===== config.mk =====
export PLATFORM = sky130hd
export DESIGN_NAME = spi_bus_arbiter
export DESIGN_NICKNAME = d
export VERILOG_FILES = /design/src/rtl/spi_bus_arbiter.sv
export SDC_FILE = /design/constraint.sdc
export NUM_CORES = 1
export LEC_CHECK = 0
export BUFFER_PORTS_ARGS = -buffer_cell sky130_fd_sc_hd__buf_2
export CAP_MARGIN = 20
export CORE_AREA = 2 2 80 82
export DETAILED_ROUTE_END_ITERATION = 6
export DIE_AREA = 0 0 82 84
export PLACE_DENSITY = 0.74
export SLEW_MARGIN = 20
export SYNTH_ARGS = -nofsm -noshare
export SYNTH_HDL_FRONTEND = slang
export SYNTH_SLANG_ARGS = --single-unit

===== constraint.sdc =====
create_clock -name clk -period 1.9 [get_ports clk]
set_input_delay 0.19 -clock clk [delete_from_list [all_inputs] [get_ports clk]]
set_output_delay 0.19 -clock clk [all_outputs]
set_load 0.1 [all_outputs]

===== src/rtl/spi_bus_arbiter.sv =====
// spi_bus_arbiter: round-robin sharing of one spi_master between two byte
// clients, with per-client slave select framing and a busy watchdog.
module spi_bus_arbiter #(
    parameter int CS_SETUP = 4,
    parameter int CS_HOLD  = 4,
    parameter int GAP      = 2,
    parameter int TIMEOUT  = 1023
) (
    input  logic       clk,
    input  logic       rst,
    input  logic [1:0] req,
    output logic [1:0] grant,
    input  logic [7:0] tx_data0,
    input  logic [7:0] tx_data1,
    input  logic [1:0] tx_valid,
    input  logic [1:0] tx_last,
    output logic [1:0] tx_ready,
    output logic [7:0] rx_data,
    output logic [1:0] rx_valid,
    output logic [1:0] ss_n,
    output logic       spi_start,
    output logic [7:0] spi_data_in,
    input  logic       spi_busy,
    input  logic       spi_new_data,
    input  logic [7:0] spi_data_out,
    output logic       timeout_err
);
    typedef enum logic [2:0] {
        S_IDLE,
        S_SETUP,
        S_LOAD,
        S_WAIT_BUSY,
        S_WAIT_DONE,
        S_HOLD,
        S_GAP
    } state_t;

    localparam logic [7:0] SETUP_LD = 8'(CS_SETUP - 1);
    localparam logic [7:0] HOLD_LD  = 8'((CS_HOLD > 0) ? CS_HOLD - 1 : 0);
    localparam logic [7:0] GAP_LD   = 8'((GAP > 0) ? GAP - 1 : 0);
    localparam logic [9:0] WD_LIM   = 10'(TIMEOUT - 1);

    state_t     state;
    logic       owner;
    logic       last_owner;
    logic       last_flag;
    logic [7:0] cnt;
    logic [9:0] wd;
    logic       pick;
    logic [1:0] own_bits;
    logic       wd_expired;

    // Contention goes to whoever did not own the bus last.
    assign pick       = (req == 2'b11) ? ~last_owner : req[1];
    assign own_bits   = owner ? 2'b10 : 2'b01;
    assign wd_expired = (wd == WD_LIM);

    always_ff @(posedge clk) begin
        if (rst) begin
            state       <= S_IDLE;
            grant       <= 2'b00;
            tx_ready    <= 2'b00;
            rx_valid    <= 2'b00;
            ss_n        <= 2'b11;
            spi_start   <= 1'b0;
            spi_data_in <= 8'h00;
            rx_data     <= 8'h00;
            timeout_err <= 1'b0;
            owner       <= 1'b0;
            last_owner  <= 1'b1;
            last_flag   <= 1'b0;
            cnt         <= '0;
            wd          <= '0;
        end else begin
            tx_ready  <= 2'b00;
            rx_valid  <= 2'b00;
            spi_start <= 1'b0;
            unique case (state)
                S_IDLE: begin
                    if (req != 2'b00) begin
                        owner <= pick;
                        grant <= pick ? 2'b10 : 2'b01;
                        ss_n  <= pick ? 2'b01 : 2'b10;
                        cnt   <= SETUP_LD;
                        state <= S_SETUP;
                    end
                end
                S_SETUP: begin
                    if (cnt == '0) state <= S_LOAD;
                    else cnt <= cnt - 8'd1;
                end
                S_LOAD: begin
                    if (tx_valid[owner]) begin
                        spi_data_in <= owner ? tx_data1 : tx_data0;
                        tx_ready    <= own_bits;
                        last_flag   <= tx_last[owner];
                        spi_start   <= 1'b1;
                        wd          <= '0;
                        state       <= S_WAIT_BUSY;
                    end
                end
                S_WAIT_BUSY: begin
                    if (spi_busy) begin
                        wd    <= '0;
                        state <= S_WAIT_DONE;
                    end else if (wd_expired) begin
                        timeout_err <= 1'b1;
                        ss_n        <= 2'b11;
                        grant       <= 2'b00;
                        last_owner  <= owner;
                        cnt         <= GAP_LD;
                        state       <= S_GAP;
                    end else begin
                        wd <= wd + 10'd1;
                    end
                end
                S_WAIT_DONE: begin
                    // A byte arriving on the abort cycle is dropped.
                    if (spi_new_data && !(spi_busy && wd_expired)) begin
                        rx_data  <= spi_data_out;
                        rx_valid <= own_bits;
                    end
                    if (!spi_busy) begin
                        if (last_flag) begin
                            cnt   <= HOLD_LD;
                            state <= S_HOLD;
                        end else begin
                            state <= S_LOAD;
                        end
                    end else if (wd_expired) begin
                        timeout_err <= 1'b1;
                        ss_n        <= 2'b11;
                        grant       <= 2'b00;
                        last_owner  <= owner;
                        cnt         <= GAP_LD;
                        state       <= S_GAP;
                    end else begin
                        wd <= wd + 10'd1;
                    end
                end
                S_HOLD: begin
                    if (cnt == '0) begin
                        ss_n       <= 2'b11;
                        grant      <= 2'b00;
                        last_owner <= owner;
                        cnt        <= GAP_LD;
                        state      <= S_GAP;
                    end else begin
                        cnt <= cnt - 8'd1;
                    end
                end
                S_GAP: begin
                    if (cnt == '0) state <= S_IDLE;
                    else cnt <= cnt - 8'd1;
                end
                default: state <= S_IDLE;
            endcase
        end
    end
endmodule


==> run_results.csv, run 1 <==
group,metric,value,unit
logic_synthesis,async_flop_share,0,
critical_path,worst_setup_path_start_kind,"flip-flop",
layout,mostFrequentLayoutCells,"buf_2 (59), dfxtp_1 (47), nor2_1 (43)",
floorplanning,dieWidth,82,um
logic_synthesis,syn_area,0.00288,mm^2
detailed_routing,drc,0,
pwr,leakage,1.44,nW
placed_design,hpwl,5.19,mm
critical_path,crit_chain,"inv_2 > ha_1 > nor4b_4 > buf_4 > o211ai_4 > and4bb_2 > a32oi_1 > o21ai_1",
logic_synthesis,synth.largest_area_cell,"dfxtp_1",
critical_path,crit_required,2.11,ns
clock_network,post_cts_resized,0,
placed_design,dp_worst_setup_slack,0.0766,ns
grt,grt_pass1_vias,2605,
status,status,"finished, final reports clean",
floorplanning,placementRows,29,
critical_path,arrival,1.99,ns
timing,slew-limit-headroom,0.676,
logic_synthesis,synth_ff_type,"dfxtp_1",
timing,finalCritPeriodShare,0.941,
clock_network,cts_inserted_buffers,5,
grt,grt_max_degree,30,
clock_network,insertion_delay,0.31,ns
clock_network,cts_root_buf,"clkbuf_8",
layout,mostFrequentLayoutCell,"buf_2",
detailed_routing,drt_iter0_drc,193,
pwr,ir_worst_vdd,0.756,mV
pwr,powerDensity,1310,mW/mm^2
timing,skew,0.00508,ns
clock_network,cts_buffer_depth,2,
logic_synthesis,synthTopCellsByArea,"dfxtp_1 (35%), mux2i_1 (6.3%), nor2_1 (5.6%), a21oi_1 (5.4%), a211oi_1 (3.9%)",
logic_synthesis,seq_area_frac_synth,0.348,
timing,slew_violations,0,
timing,min_period,1.79,ns
critical_path,cp_slowest_stage_delay,0.35,ns
grt,grt_use_total,0.213,
floorplanning,dieHeight,84,um
grt,antenna_found_initial,0,
flow_run,maxCapViolations,0,
logic_synthesis,synth_cell_types,67,
logic_synthesis,syn_nets,381,
clock_network,htree_levels,2,
detailed_routing,detail_route.first_pass.iterations,4,
floorplanning,core_area,0.00610,mm^2
placed_design,io_buffers,59,
grt,grt_pass1_wl,11.8,mm
pwr,power,4.60,mW
grt,grt_overflow,0,
logic_synthesis,synth-edff-count,0,
layout,fill_cells,560,
logic_synthesis,netlist.area_leader.share,0.348,
worst_hold_path,hp-class,"in2reg",
placed_design,placed_area,0.00336,mm^2
placed_design,finalWeightedCongestion,0.898,
layout,drive_gt1_frac,0.291,
logic_synthesis,syn_inst,343,
floorplanning,ios,60,
logic_synthesis,ys_ff_latch,50,
timing,finalSetupViolations,0,
timing,fmax,559,MHz
detailed_routing,drt-total-wl,7.05,mm
floorplanning,start_util,0.472,
clock_network,cts_tree,"done",
layout,fin_area,0.00351,mm^2
critical_path,path_class,"reg2reg",
floorplanning,die_area,0.00689,mm^2
critical_path,path_max_fanout,6,
critical_path,end_kind,"flip-flop",
layout,area_growth,22.0,%
clock_network,clock_sinks,50,
clock_network,post_cts_buffers,0,
layout,nets,450,
critical_path,crit_slowest_cell,"dfxtp_2",
detailed_routing,via_count,2801,
timing,hold_viol,0,
layout,antennaDiodeCount,0,
timing,tightest_slew,0.485,ns
detailed_routing,ant_nets,0,
timing,layout_setup_ws,0.112,ns
logic_synthesis,syn_avg_cell_area,8.39,um^2
clock_network,cts_hold_buf,0,
logic_synthesis,yosysWarningCount,0,
clock_network,cts.clk_slew.worst_paths,0.10,ns
detailed_routing,vias_per_cell,5.72,
detailed_routing,wl_per_cell,14.4,um
critical_path,r2r_slack,0.11,ns
==> metal layers <==
layer,wire [um],GRT usage
met1,3230,0.294
met2,3360,0.339
met3,404,0.0411
met4,52,0.0515
met5,0,0
==> cell usage after synthesis (3+ instances only) <==
| library cell | n |
|---|---|
| a21o_1 | 4 |
| a31oi_1 | 6 |
| nor2_1 | 43 |
| nand2_1 | 26 |
| a211oi_1 | 15 |
| nor2b_1 | 4 |
| nand2b_1 | 7 |
| nand4_1 | 5 |
| buf_4 | 7 |
| ha_1 | 4 |
| o21ai_0 | 8 |
| a22oi_1 | 3 |
| mux2i_1 | 18 |
| nor3_1 | 5 |
| buf_2 | 9 |
| inv_1 | 9 |
| dfxtp_1 | 50 |
| nor4_1 | 4 |
| o21ai_1 | 8 |
| a311oi_1 | 3 |
| nor3b_1 | 3 |
| clkbuf_1 | 6 |
| a21oi_1 | 31 |
| nand3_1 | 8 |
| and3_1 | 3 |
==> logic make-up after synthesis <==
group | share of synthesized area
buf+inv | 0.0587
compound gates | 0.252
mux | 0.0674
simple gates | 0.257
fa+ha+maj | 0.0174
flops | 0.348
==> state kept, by name (all words and copies together), names as in the netlist <==
register	count
cnt	8
grant	2
last_flag	1
last_owner	1
owner	1
rx_data	8
rx_valid	2
spi_data_in	8
spi_start	1
ss_n	2
state	3
timeout_err	1
tx_ready	2
wd	10
==> through the flow <==
stage,hold slack (ns),TNS (ns),util,std cells
global placement,0.426,0,0.552,482
CTS,0.114,0,0.570,490
finish,0.116,0,0.576,490
detailed placement,0.441,0,0.552,482
global route,0.123,-0.00398,0.576,490
floorplan,0.285,0,-,343
==> worst max-delay path, delay by kind of cell, from the launching register on <==
kind	cells	cell delay (ns)
AOI/OAI and AO/OA	3	0.36
adders and majority gates	1	0.13
buffers and inverters	2	0.26
DFF	1	0.35
and+or+nand+nor	2	0.57
==> area by class of cell <==
cell class              count  area [um^2]  share of cell area
multi-input cells         260         1740               0.496
flip-flops and latches     50         1000               0.286
repair buffers             86          523               0.149
well taps                  77         96.3              0.0275
clock buffers               5         68.8              0.0196
clock inverters             3         43.8              0.0125
inverters                   9         33.8             0.00963
==> power breakdown <==
group / internal [mW] / total, mW / switching, mW / leakage (nW)
Sequential: 1.20 / 1.33 / 0.136 / 0.406
Clock: 0.396 / 0.788 / 0.393 / 0.0585
Combinational: 0.892 / 2.48 / 1.59 / 0.971
Total: 2.48 / 4.60 / 2.12 / 1.44
==> path summary, 6_finish.rpt <==
kind / end / start / cells past startpoint
max: cnt[5] / cnt[1] / 8
max reg2reg: cnt[5] / cnt[1] / 8
min: rx_data[7] / spi_data_out[7] / 3
min reg2reg: timeout_err / timeout_err / 2
Note: power is estimated with default switching activity, not from simulation.
==> run 2: changes to the inputs <==
==> config.mk (replaced) <==
export PLATFORM = sky130hd
export DESIGN_NAME = spi_bus_arbiter
export DESIGN_NICKNAME = d
export VERILOG_FILES = /design/src/rtl/spi_bus_arbiter.sv
export SDC_FILE = /design/constraint.sdc
export NUM_CORES = 1
export LEC_CHECK = 0
export CAP_MARGIN = 20
export CORE_AREA = 2 2 75 77
export DETAILED_ROUTE_END_ITERATION = 6
export DIE_AREA = 0 0 77 79
export DONT_BUFFER_PORTS = 1
export PLACE_DENSITY = 0.73
export SLEW_MARGIN = 20
export SYNTH_ARGS = -nofsm -noshare
export SYNTH_HDL_FRONTEND = slang
export SYNTH_SLANG_ARGS = --single-unit
==> run_results.csv, run 2 (synthesized netlist as in run 1, its figures left out) <==
group,metric,value,unit
floorplanning,ios,60,
layout,largest_reg_flops,10,
critical_path,reg2reg_from,"cnt[1]",
timing,fmax,551,MHz
layout,seq_area,0.00100,mm^2
floorplanning,placementRows,27,
critical_path,arrival,2.06,ns
timing,slew_violations,0,
critical_path,crit_required,2.15,ns
critical_path,end_kind,"flip-flop",
clock_network,htree_levels,2,
timing,finalSetupViolations,0,
layout,mostFrequentLayoutCell,"buf_4",
critical_path,worst_setup_path_start_kind,"flip-flop",
grt,grt_pass1_vias,2568,
status,status,"finished, final reports clean",
detailed_routing,drt-total-wl,7.41,mm
critical_path,path_max_fanout,4,
worst_hold_path,hp-start,"spi_data_out[6]",
placed_design,dp_worst_setup_slack,-0.0159,ns
placed_design,placed_area,0.00322,mm^2
clock_network,clock_sinks,50,
floorplanning,dieWidth,77,um
placed_design,finalWeightedCongestion,0.886,
detailed_routing,ant_nets,0,
floorplanning,dieHeight,79,um
layout,top_register,"wd",
floorplanning,start_util,0.539,
timing,rsz0062_at_grt,"no",
clock_network,cts_inserted_buffers,5,
layout,post-route-util,0.637,
pwr,leakage,1.29,nW
detailed_routing,detail_route.first_pass.iterations,4,
detailed_routing,vias_per_cell,6.09,
timing,hold_viol,0,
floorplanning,core_area,0.00534,mm^2
clock_network,cts_root_buf,"clkbuf_8",
clock_network,cts_tree,"done",
pwr,ir_worst_vdd,0.644,mV
detailed_routing,drc,0,
timing,min_period,1.81,ns
layout,mostFrequentLayoutCells,"buf_4 (49), dfxtp_1 (47), nor2_1 (43)",
worst_hold_path,hold_end,"rx_data[6]",
flow_run,maxCapViolations,0,
detailed_routing,wl_per_cell,16.5,um
layout,nets,415,
timing,slew-limit-headroom,0.727,
clock_network,cts.clk_slew.worst_paths,0.10,ns
floorplanning,die_area,0.00608,mm^2
grt,grt_overflow,0,
placed_design,hpwl,5.13,mm
timing,finalCritPeriodShare,0.954,
critical_path,rr_worst_depth,8,
critical_path,r2r_slack,0.09,ns
worst_hold_path,hold_depth,2,
grt,grt_max_degree,40,
timing,layout_setup_ws,0.0865,ns
grt,antenna_found_initial,0,
worst_hold_path,hp-class,"in2reg",
pwr,powerDensity,1330,mW/mm^2
layout,fin_area,0.00340,mm^2
grt,grt_use_total,0.244,
placed_design,io_buffers,0,
critical_path,path_class,"reg2reg",
layout,antennaDiodeCount,0,
timing,skew,0.00206,ns
grt,grt_pass1_wl,12.2,mm
layout,multi_input_area,0.00177,mm^2
layout,area_growth,18.1,%
layout,drive_gt1_frac,0.235,
layout,fill_cells,478,
clock_network,post_cts_buffers,0,
clock_network,insertion_delay,0.30,ns
clock_network,cts_buffer_depth,2,
critical_path,worst_r2r_endpoint,"state[1]",
detailed_routing,via_count,2740,
timing,tightest_slew,0.406,ns
detailed_routing,drt_iter0_drc,234,
## run 2: layout make-up
type | count | share of cell area
Clock buffer | 5 | 0.0202
Clock inverter | 3 | 0.00847
Inverter | 9 | 0.00994
Multi-Input combinational cell | 260 | 0.519
Sequential cell | 50 | 0.296
Tap cell | 72 | 0.0265
Timing Repair Buffer | 51 | 0.120
## run 2: power by group
part           switching (mW)  total [mW]  internal, mW
logic                    1.58        2.52         0.937
registers               0.138        1.33          1.20
clock network           0.392       0.666         0.274
total                    2.11        4.52          2.41
## run 2: metrics by stage
step           hold WS (ns)  power (mW)  cells  TNS, ns
2_1_floorplan         0.285        3.19    343        0
3_3_place_gp          0.271        3.71    441        0
3_5_place_dp          0.273        3.76    441  -0.0159
4_1_cts              0.0261        4.45    450        0
5_1_grt              0.0266        4.81    450        0
6_report             0.0316        4.52    450        0
## run 2: how the worst max path moves through the flow
stage / start / end / slack [ns] / cells after the start
final: cnt[1] / state[1] / 0.09 / 8
after floorplan: wd[0] / rx_data[0] / 0.13 / 9
after global routing: wd[0] / wd[3] / 0.008 / 7
after detailed placement: wd[0] / rx_data[0] / -0.02 / 7
after global placement: state[0] / cnt[7] / 0.03 / 5
after CTS: state[2] / cnt[4] / 0.03 / 5
## run 2: routing by layer
layer  up-vias  track usage  part of all wire
met5         -            0                 0
met4         0       0.0804             0.024
met3        18       0.0523             0.072
met2       108        0.408              0.47
met1      1290        0.315              0.43
li1       1324            -                 -
## run 2: what timing repair did
action | in CTS | in global routing
cloned | 0 | 0
gates resized for setup | 2 | 13
pin swaps | 0 | 0
hold buffers | 1 | 0
endpoints found under the setup margin | 9 | 19
hold endpoints to repair | 39 | 0
## run 2: worst max-delay path: stages (launching register included)
cell and delay, ns:
dfxtp_2 0.35, inv_2 0.07, ha_1 0.14, nor4b_4 0.27, buf_4 0.20, nand3_1 0.11, a311o_1 0.35, a21oi_2 0.11
a21o_1 0.15
